--- src/rtl/sweep_ctrl.sv ---
// ---------------------------------------------------------------------------
// sweep_ctrl
//
// Purpose:
//   Sequencer that sits upstream of a loadable up/down counter. It drives the
//   counter's load/udi/d_in so that the count sweeps as a triangle wave
//   between two bounds (lo, hi) for a programmed number of full periods, then
//   holds. The counter output is fed back on q_in. Each reversal is decided
//   one cycle ahead, so the count never overshoots a bound.
//
// Parameters:
//   N          counter width (must match the driven counter)
//   PW         width of the period count
//
// Ports:
//   clk         in   rising-edge clock
//   reset_n     in   synchronous active-low reset
//   start       in   one-cycle request to begin a sweep
//   stop        in   level-sampled abort request
//   lo, hi      in   sweep bounds, captured when a start is accepted
//   n_periods   in   full up+down periods to run, 0 = run until stop
//   q_in        in   counter q_out feedback
//   load        out  counter load enable
//   udi         out  counter direction (1 = up, 0 = down)
//   d_out       out  counter parallel-load data
//   busy        out  high while a sweep is in progress
//   done        out  one-cycle pulse when the programmed periods complete
//   err         out  one-cycle pulse when a start is rejected (lo >= hi)
//   period_cnt  out  periods completed in the current sweep
// ---------------------------------------------------------------------------
module sweep_ctrl #(
    parameter int N  = 4,
    parameter int PW = 8
) (
    input  logic          clk,
    input  logic          reset_n,
    input  logic          start,
    input  logic          stop,
    input  logic [N-1:0]  lo,
    input  logic [N-1:0]  hi,
    input  logic [PW-1:0] n_periods,
    input  logic [N-1:0]  q_in,
    output logic          load,
    output logic          udi,
    output logic [N-1:0]  d_out,
    output logic          busy,
    output logic          done,
    output logic          err,
    output logic [PW-1:0] period_cnt
);

    typedef enum logic [1:0] {
        IDLE = 2'd0,
        LOAD = 2'd1,
        UP   = 2'd2,
        DOWN = 2'd3
    } state_e;

    localparam logic [N-1:0]  ONE_N  = 1;
    localparam logic [PW-1:0] ONE_PW = 1;
    localparam logic [PW-1:0] ZERO_PW = '0;

    state_e        state_q, state_d;
    logic [N-1:0]  lo_q, lo_d;
    logic [N-1:0]  hi_q, hi_d;
    logic [PW-1:0] np_q, np_d;
    logic [PW-1:0] pcnt_q, pcnt_d;
    logic          load_q, load_d;
    logic          udi_q, udi_d;
    logic          busy_q, busy_d;
    logic          done_q, done_d;
    logic          err_q, err_d;

    logic [N-1:0]  hiMinusOne;
    logic [N-1:0]  loPlusOne;
    logic [PW-1:0] pcntInc;

    // Turn-around thresholds. Because lo < hi is guaranteed for any accepted
    // sweep, neither of these can wrap while they are being used.
    assign hiMinusOne = hi_q - ONE_N;
    assign loPlusOne  = lo_q + ONE_N;
    assign pcntInc    = pcnt_q + ONE_PW;

    // Next-state logic. Reversals are taken when the count is one step short
    // of a bound: the counter still moves on that same edge, so the bound
    // value itself shows up for exactly one cycle. Stop wins over everything
    // else, both in IDLE (over start) and while busy (over period completion).
    // The registered outputs are derived from the state being entered, so
    // they line up with state_q in the following cycle.
    always_comb begin
        state_d = state_q;
        lo_d    = lo_q;
        hi_d    = hi_q;
        np_d    = np_q;
        pcnt_d  = pcnt_q;
        done_d  = 1'b0;
        err_d   = 1'b0;

        case (state_q)
            IDLE: begin
                if (!stop && start) begin
                    if (lo < hi) begin
                        lo_d    = lo;
                        hi_d    = hi;
                        np_d    = n_periods;
                        pcnt_d  = ZERO_PW;
                        state_d = LOAD;
                    end else begin
                        err_d = 1'b1;
                    end
                end
            end
            LOAD: begin
                if (stop) begin
                    state_d = IDLE;
                end else begin
                    state_d = UP;
                end
            end
            UP: begin
                if (stop) begin
                    state_d = IDLE;
                end else if (q_in == hiMinusOne) begin
                    state_d = DOWN;
                end
            end
            DOWN: begin
                if (stop) begin
                    state_d = IDLE;
                end else if (q_in == loPlusOne) begin
                    pcnt_d = pcntInc;
                    if ((np_q != ZERO_PW) && (pcntInc == np_q)) begin
                        state_d = IDLE;
                        done_d  = 1'b1;
                    end else begin
                        state_d = UP;
                    end
                end
            end
            default: begin
                state_d = IDLE;
            end
        endcase

        load_d = (state_d == IDLE) || (state_d == LOAD);
        udi_d  = (state_d == UP);
        busy_d = (state_d != IDLE);
    end

    // State and output registers. Reset puts the counter into hold (load=1
    // with d_out following q_in) so the count is frozen while in reset.
    always_ff @(posedge clk) begin
        if (!reset_n) begin
            state_q <= IDLE;
            lo_q    <= '0;
            hi_q    <= '0;
            np_q    <= '0;
            pcnt_q  <= '0;
            load_q  <= 1'b1;
            udi_q   <= 1'b0;
            busy_q  <= 1'b0;
            done_q  <= 1'b0;
            err_q   <= 1'b0;
        end else begin
            state_q <= state_d;
            lo_q    <= lo_d;
            hi_q    <= hi_d;
            np_q    <= np_d;
            pcnt_q  <= pcnt_d;
            load_q  <= load_d;
            udi_q   <= udi_d;
            busy_q  <= busy_d;
            done_q  <= done_d;
            err_q   <= err_d;
        end
    end

    // In LOAD the counter takes the lower bound; in every other state it
    // reloads its own value, which is how it is held still while idle.
    assign d_out      = (state_q == LOAD) ? lo_q : q_in;

    assign load       = load_q;
    assign udi        = udi_q;
    assign busy       = busy_q;
    assign done       = done_q;
    assign err        = err_q;
    assign period_cnt = pcnt_q;

endmodule

--- config.mk ---
export PLATFORM = sky130hd
export DESIGN_NAME = sweep_ctrl
export DESIGN_NICKNAME = d
export VERILOG_FILES = /design/src/rtl/sweep_ctrl.sv
export SDC_FILE = /design/constraint.sdc
export NUM_CORES = 1
export LEC_CHECK = 0
export CAP_MARGIN = 20
export CELL_PAD_IN_SITES_DETAIL_PLACEMENT = 1
export CELL_PAD_IN_SITES_GLOBAL_PLACEMENT = 1
export CORE_UTILIZATION = 35
export DETAILED_ROUTE_END_ITERATION = 8
export HOLD_SLACK_MARGIN = 0.1
export PLACE_DENSITY_LB_ADDON = 0.1
export SKIP_LAST_GASP = 1
export SLEW_MARGIN = 5
export SYNTH_ARGS = -nofsm -noshare
export SYNTH_HDL_FRONTEND = slang
export SYNTH_SLANG_ARGS = --single-unit
--- constraint.sdc ---
create_clock -name clk -period 5.4 [get_ports clk]
set_input_delay 1.08 -clock clk [delete_from_list [all_inputs] [get_ports clk]]
set_output_delay 1.08 -clock clk [all_outputs]
set_load 0.01 [all_outputs]
==> flow_summary_export.csv <==
group,metric,value,unit
place,hpwl,3.538,mm
clocking,cts_root_buf,"clkbuf_8",
grt,grt_overflow,0,
routing,drcViolationCount,0,
timing,fin_skew,0.005804,ns
critical_path,cp_common_cell,"clkdlybuf4s50_1",
floorplan,core_area,0.005140,mm²
floorplan,die_y,75.25,µm
critical_path,slowest_stage,"clkdlybuf4s50_1",
hold_path,holdPathEnd,"hi_q[3]",
routing,wire_per_inst,14.62,µm
clocking,numCtsBuffers,5,
timing,final.setup.worst_slack,1.981,ns
grt,track_usage,0.1899,
floorplan,die_area,0.005663,mm²
routing,firstDrtPassIters,4,
grt,grt_max_degree,31,
timing,slew_violations,0,
floorplan,rows,26,
flow_run,timing.max_cap.violations,0,
timing,hold_slack,0.5478,ns
clocking,post_cts_resize_count,0,
layout,drive_gt1_frac,0.07905,
timing,hold_viol_final,0,
synth,syn_avg_cell_area,8.695,µm²
timing,min_period,3.419,ns
outcome,outcome,"completed",
floorplan,initial_utilization,0.3654,
clocking,cts_tree,"done",
critical_path,crit_arrival,2.34,ns
synth,yosysSeqAreaShare,0.3304,
layout,n_antenna_cell,0,
critical_path,cp_num_cells,3,
routing,routed-via-count,1640,
critical_path,cp-start-kind,"primary input",
place,gp_congestion,0.7331,
power_and_ir_drop,ir_worst_vdd,0.1353,mV
place,io_buffers,40,
critical_path,r2r_cells,7,
clocking,cts-hold-fix-buffers,0,
synth,synth_nets,246,
synth,yosysUniqueCellTypes,40,
critical_path,required,4.32,ns
floorplan,die_x,75.25,µm
clocking,postCtsSetupBuffers,0,
critical_path,r2r_end,"busy",
critical_path,end_kind,"primary output",
routing,routed_via_density,5.077,
critical_path,cp_num_buf_inv,2,
critical_path,timing.rr.start,"lo_q[0]",
synth,syn_area,0.001878,mm²
grt,grt_pass1_vias,1609,
critical_path,cp_cell_sequence,"clkdlybuf4s50_1 > mux2_2 > clkdlybuf4s50_1",
timing,tightest_slew,0.9378,ns
place,pre_cts_slack,1.939,ns
routing,drtAntennaViolNets,0,
timing,period_share,0.6332,
hold_path,hold_path_startpoint,"hi_q[3]",
layout,area_delta_synth_final,29.45,%
power_and_ir_drop,p_leak,0.9450,nW
critical_path,cp-startpoint,"q_in[0]",
synth,synth-seq-cells,31,
floorplan,pin_count,41,
layout,nets,282,
timing,fmax,0.2925,GHz
critical_path,crit_family,"buffers and inverters",
hold_path,hold_depth,2,
power_and_ir_drop,power_density,234.6,mW/mm²
synth,synthCells,216,
clocking,cts_sinks,31,
timing,rsz0062_at_grt,"no",
routing,wl,4.722,mm
critical_path,crit_path_max_incr_delay,0.49,ns
critical_path,reg2reg_slack,2.90,ns
hold_path,hold_class,"register to register",
grt,grt_first_pass_wirelength,7.997,mm
clocking,clock_latency,0.28,ns
clocking,cts_max_level,2,
synth,yosysWarnings,0,
critical_path,worstSetupPathType,"primary input to primary output",
timing,slew-limit-headroom,0.3728,
clocking,clockBufferDepth,2,
clocking,clkTransAtPathRegs,0.07,ns
grt,antenna_found_initial,0,
timing,finalSetupViolCount,0,
critical_path,cp_max_fo,3,
timing,fin_tns_setup,0,ns
routing,dr.first_iter.drc_count,108,
## sequential cells by signal (all words and copies together), names as in the netlist
register	count
load	1
hi_q	4
udi	1
busy	1
period_cnt	8
err	1
state_q	2
done	1
lo_q	4
np_q	8
## cell type report
class | count | area [µm²]
inverter | 7 | 26.28
timing repair buffer | 41 | 407.9
clock inverter | 2 | 35.03
multi-input combinational | 166 | 1171
fill | 626 | 2709
clock buffer | 6 | 82.58
tap | 70 | 87.58
sequential | 31 | 620.6
## per-stage QoR
step | area, µm² | utilization | cells | power, mW
after floorplan | 1878 | - | 216 | 0.2989
after global placement | 2313 | 0.4501 | 315 | 0.3343
after detailed placement | 2313 | 0.4501 | 315 | 0.3353
after CTS | 2431 | 0.4730 | 323 | 0.5813
after global routing | 2431 | 0.4730 | 323 | 0.5987
final | 2431 | 0.4730 | 323 | 0.5702
## cells in the mapped netlist (all sizes together)
master   n  share of area
buf      2          0.012
mux2i   13          0.069
nor4     3          0.010
nand3    5          0.013
nor2    14          0.028
a211o    1         0.0047
nor4b    2         0.0093
o31ai    1          0.011
clkbuf  10          0.020
o22ai    2         0.0067
nand3b   2         0.0080
nand4    5          0.017
a31oi    2         0.0067
nor3b    1         0.0040
ha       6          0.040
a21boi   1         0.0040
nand2   17          0.034
xnor2   11          0.051
or4      1         0.0060
and3b    1         0.0047
inv      7          0.014
and2     4          0.015
o311ai   1         0.0047
and4     1         0.0047
a21oi    8          0.021
xor2     8          0.037
nand2b   8          0.027
o211ai   4          0.016
nor3     4          0.011
or4b     1         0.0053
xnor3    1          0.012
or3      2         0.0067
mux2     4          0.024
and3     1         0.0033
o21ai    9          0.024
nor2b   17          0.057
o221a    4          0.024
dfxtp   31           0.33
a211oi   1         0.0040
## report_power, final
group / total, mW / internal (mW) / switching [mW] / leakage, nW
clock: 0.240 / 0.149 / 0.0909 / 0.0612
sequential: 0.244 / 0.236 / 0.00817 / 0.251
combinational: 0.0863 / 0.0483 / 0.0380 / 0.633
total: 0.570 / 0.433 / 0.137 / 0.945
## cells in the final DEF (no fill, tap or decap), types with 4 or more instances in the layout
cell type and count:
a21oi_1 8, clkdlybuf4s50_1 40, ha_1 6, inv_1 7, mux2i_1 13, o21ai_0 9
dfxtp_1 31, clkbuf_8 6, mux2_2 4, nor3_1 4, nand2b_1 8, o211ai_1 4
xnor2_1 11, xor2_1 8, nand2_1 17, o221a_2 4, nor2_1 14, nand4_1 5
nand3_1 5, nor2b_1 17
## cell families (layout without fill, tap and decap cells)
group | after synthesis | after routing | share of synthesized area
and+or+nand+nor | 89 | 89 | 0.2625
muxes | 17 | 17 | 0.09327
buffers and inverters | 19 | 56 | 0.04597
AOI/OAI and AO/OA | 34 | 34 | 0.1272
DFF | 31 | 31 | 0.3304
adders and majority gates | 6 | 6 | 0.03997
xor gates and xnor gates | 20 | 20 | 0.1006
## worst register-to-register path, delay by kind of cell, from the launching register on
kind | cells | cell delay (ns)
simple gates | 4 | 1.27
flops | 1 | 0.45
fa+ha+maj | 1 | 0.28
compound gates | 1 | 0.24
xor+xnor | 1 | 0.15
## layer usage
layer / vias up / wire length [µm] / track usage
li1: 836 / - / -
met1: 768 / 2400 / 0.2661
met2: 32 / 2117 / 0.2863
met3: 4 / 163 / 0.03882
met4: 0 / 40 / 0.07407
met5: - / 0 / 0
## worst max-delay path by stage
| stage | endpoint | slack [ns] |
|---|---|---|
| final | d_out[0] | 1.98 |
| after global routing | d_out[0] | 1.95 |
| after CTS | d_out[0] | 1.98 |
| after detailed placement | busy | 1.94 |
| after global placement | udi | 1.97 |
| after floorplan | busy | 2.56 |
(Power assumes the default switching activity.)
==> edit, RTL diff (same flow settings) <==
Change the parameter `N` from 4 to 2.
--- a/src/rtl/sweep_ctrl.sv
+++ b/src/rtl/sweep_ctrl.sv
@@ -31,3 +31,3 @@
 module sweep_ctrl #(
-    parameter int N  = 4,
+    parameter int N  = 2,
     parameter int PW = 8
Ports: changed (resized d_out, hi, lo and q_in); port bits go from 41 to 33. The function was not compared with the original's and may differ.
==> edit against the unedited design <==
  * Wire length fell by 20%
  * Clock power shrank 50%
  * Power down 33%
  * Area after synthesis fell by 21%
  * Synthesized cell count down 25%
  * Sequential cell count is 4 lower
  * Design area fell by 23%
  * Setup slack lost 0.14 ns
==> edit: results (changes against the unedited design) <==
[run_status]
status = finished clean

[synth]
yosysSeqAreaShare_pct = 36.55  ; +3.5 points
synthTopCellsByCount = dfxtp_1 (27), nor2_1 (21), mux2i_1 (16)
synth_compound_area_share_pct = 14.89  ; +2.2 points
synthMuxAreaShare_pct = 12.35  ; +3.0 points
synth_nets = 183  ; -26%
synth_area_leaders = dfxtp_1 (37%), mux2i_1 (11%), nor2_1 (5.3%), xnor2_1 (4.7%), o21ai_0 (3.0%)
yosys.area_share.adder_pct = 1.692  ; -2.3 points

[sta]
finalClockSkew_ns = 0.001919  ; -0.003885 ns
worst_pin_slew_ns = 0.8796  ; -0.05824 ns

[route]
vias_per_cell = 5.295  ; +4.3%
routed_wl_um = 3773  ; -20%

[placed_design]
dp_hpwl_um = 2799  ; -21%
dp_worst_setup_slack_ns = 1.574  ; -0.3655 ns
port-buffer-count = 32  ; -20%

[global_route]
grt.total_usage_pct = 18.58  ; -0.41 points
grt_use_met3_pct = 2.740  ; -1.1 points
grt_max_degree = 19  ; -39%
grt_util_met2_pct = 28.00  ; -0.63 points
grt_pass1_vias = 1262  ; -22%

[setup_path]
cp_slowest_cell = a211oi_4
slowest_delay_ns = 0.76  ; +0.27 ns

[final_layout]
layout.nets = 215  ; -24%
final_cells = 244  ; -24%

[clock_network]
clk_pin_slew_worst_paths_ns = 0.10  ; +0.03 ns

[power_and_ir_drop]
max-vdd-ir-drop_mv = 0.09763  ; -28%

[edit: final cells by class]
class	count	share of cell area [%]
multi-input cells	127	47.63
flip-flops and latches	27	28.78
well taps	50	3.331
clock buffers	4	2.398
repair buffers	32	17.06
inverters	4	0.7995
[edit: kinds of logic (layout without fill, tap and decap cells)]
logic type,count (synthesis),after routing
AND/OR/NAND/NOR,65,65
AO/OA/AOI/OAI,31,31
flip-flops,27,27
multiplexers,18,18
XOR/XNOR,11,11
buffers and inverters,9,40
adder cells (fa/ha/maj),2,2
[edit: worst reg2reg max path, cell delays in order (launching register included)]
cell	delay, ns
dfxtp_1	0.39
or4b_4	0.59
a211oi_4	0.76
nor2_1	0.35
o21ai_0	0.29
a21oi_1	0.10
[edit: worst paths after layout]
check	from	end	cells after the start
min	np_q[0]	np_q[0]	2
max	stop	period_cnt[1]	6
min reg2reg	np_q[0]	np_q[0]	2
max reg2reg	state_q[1]	period_cnt[1]	5
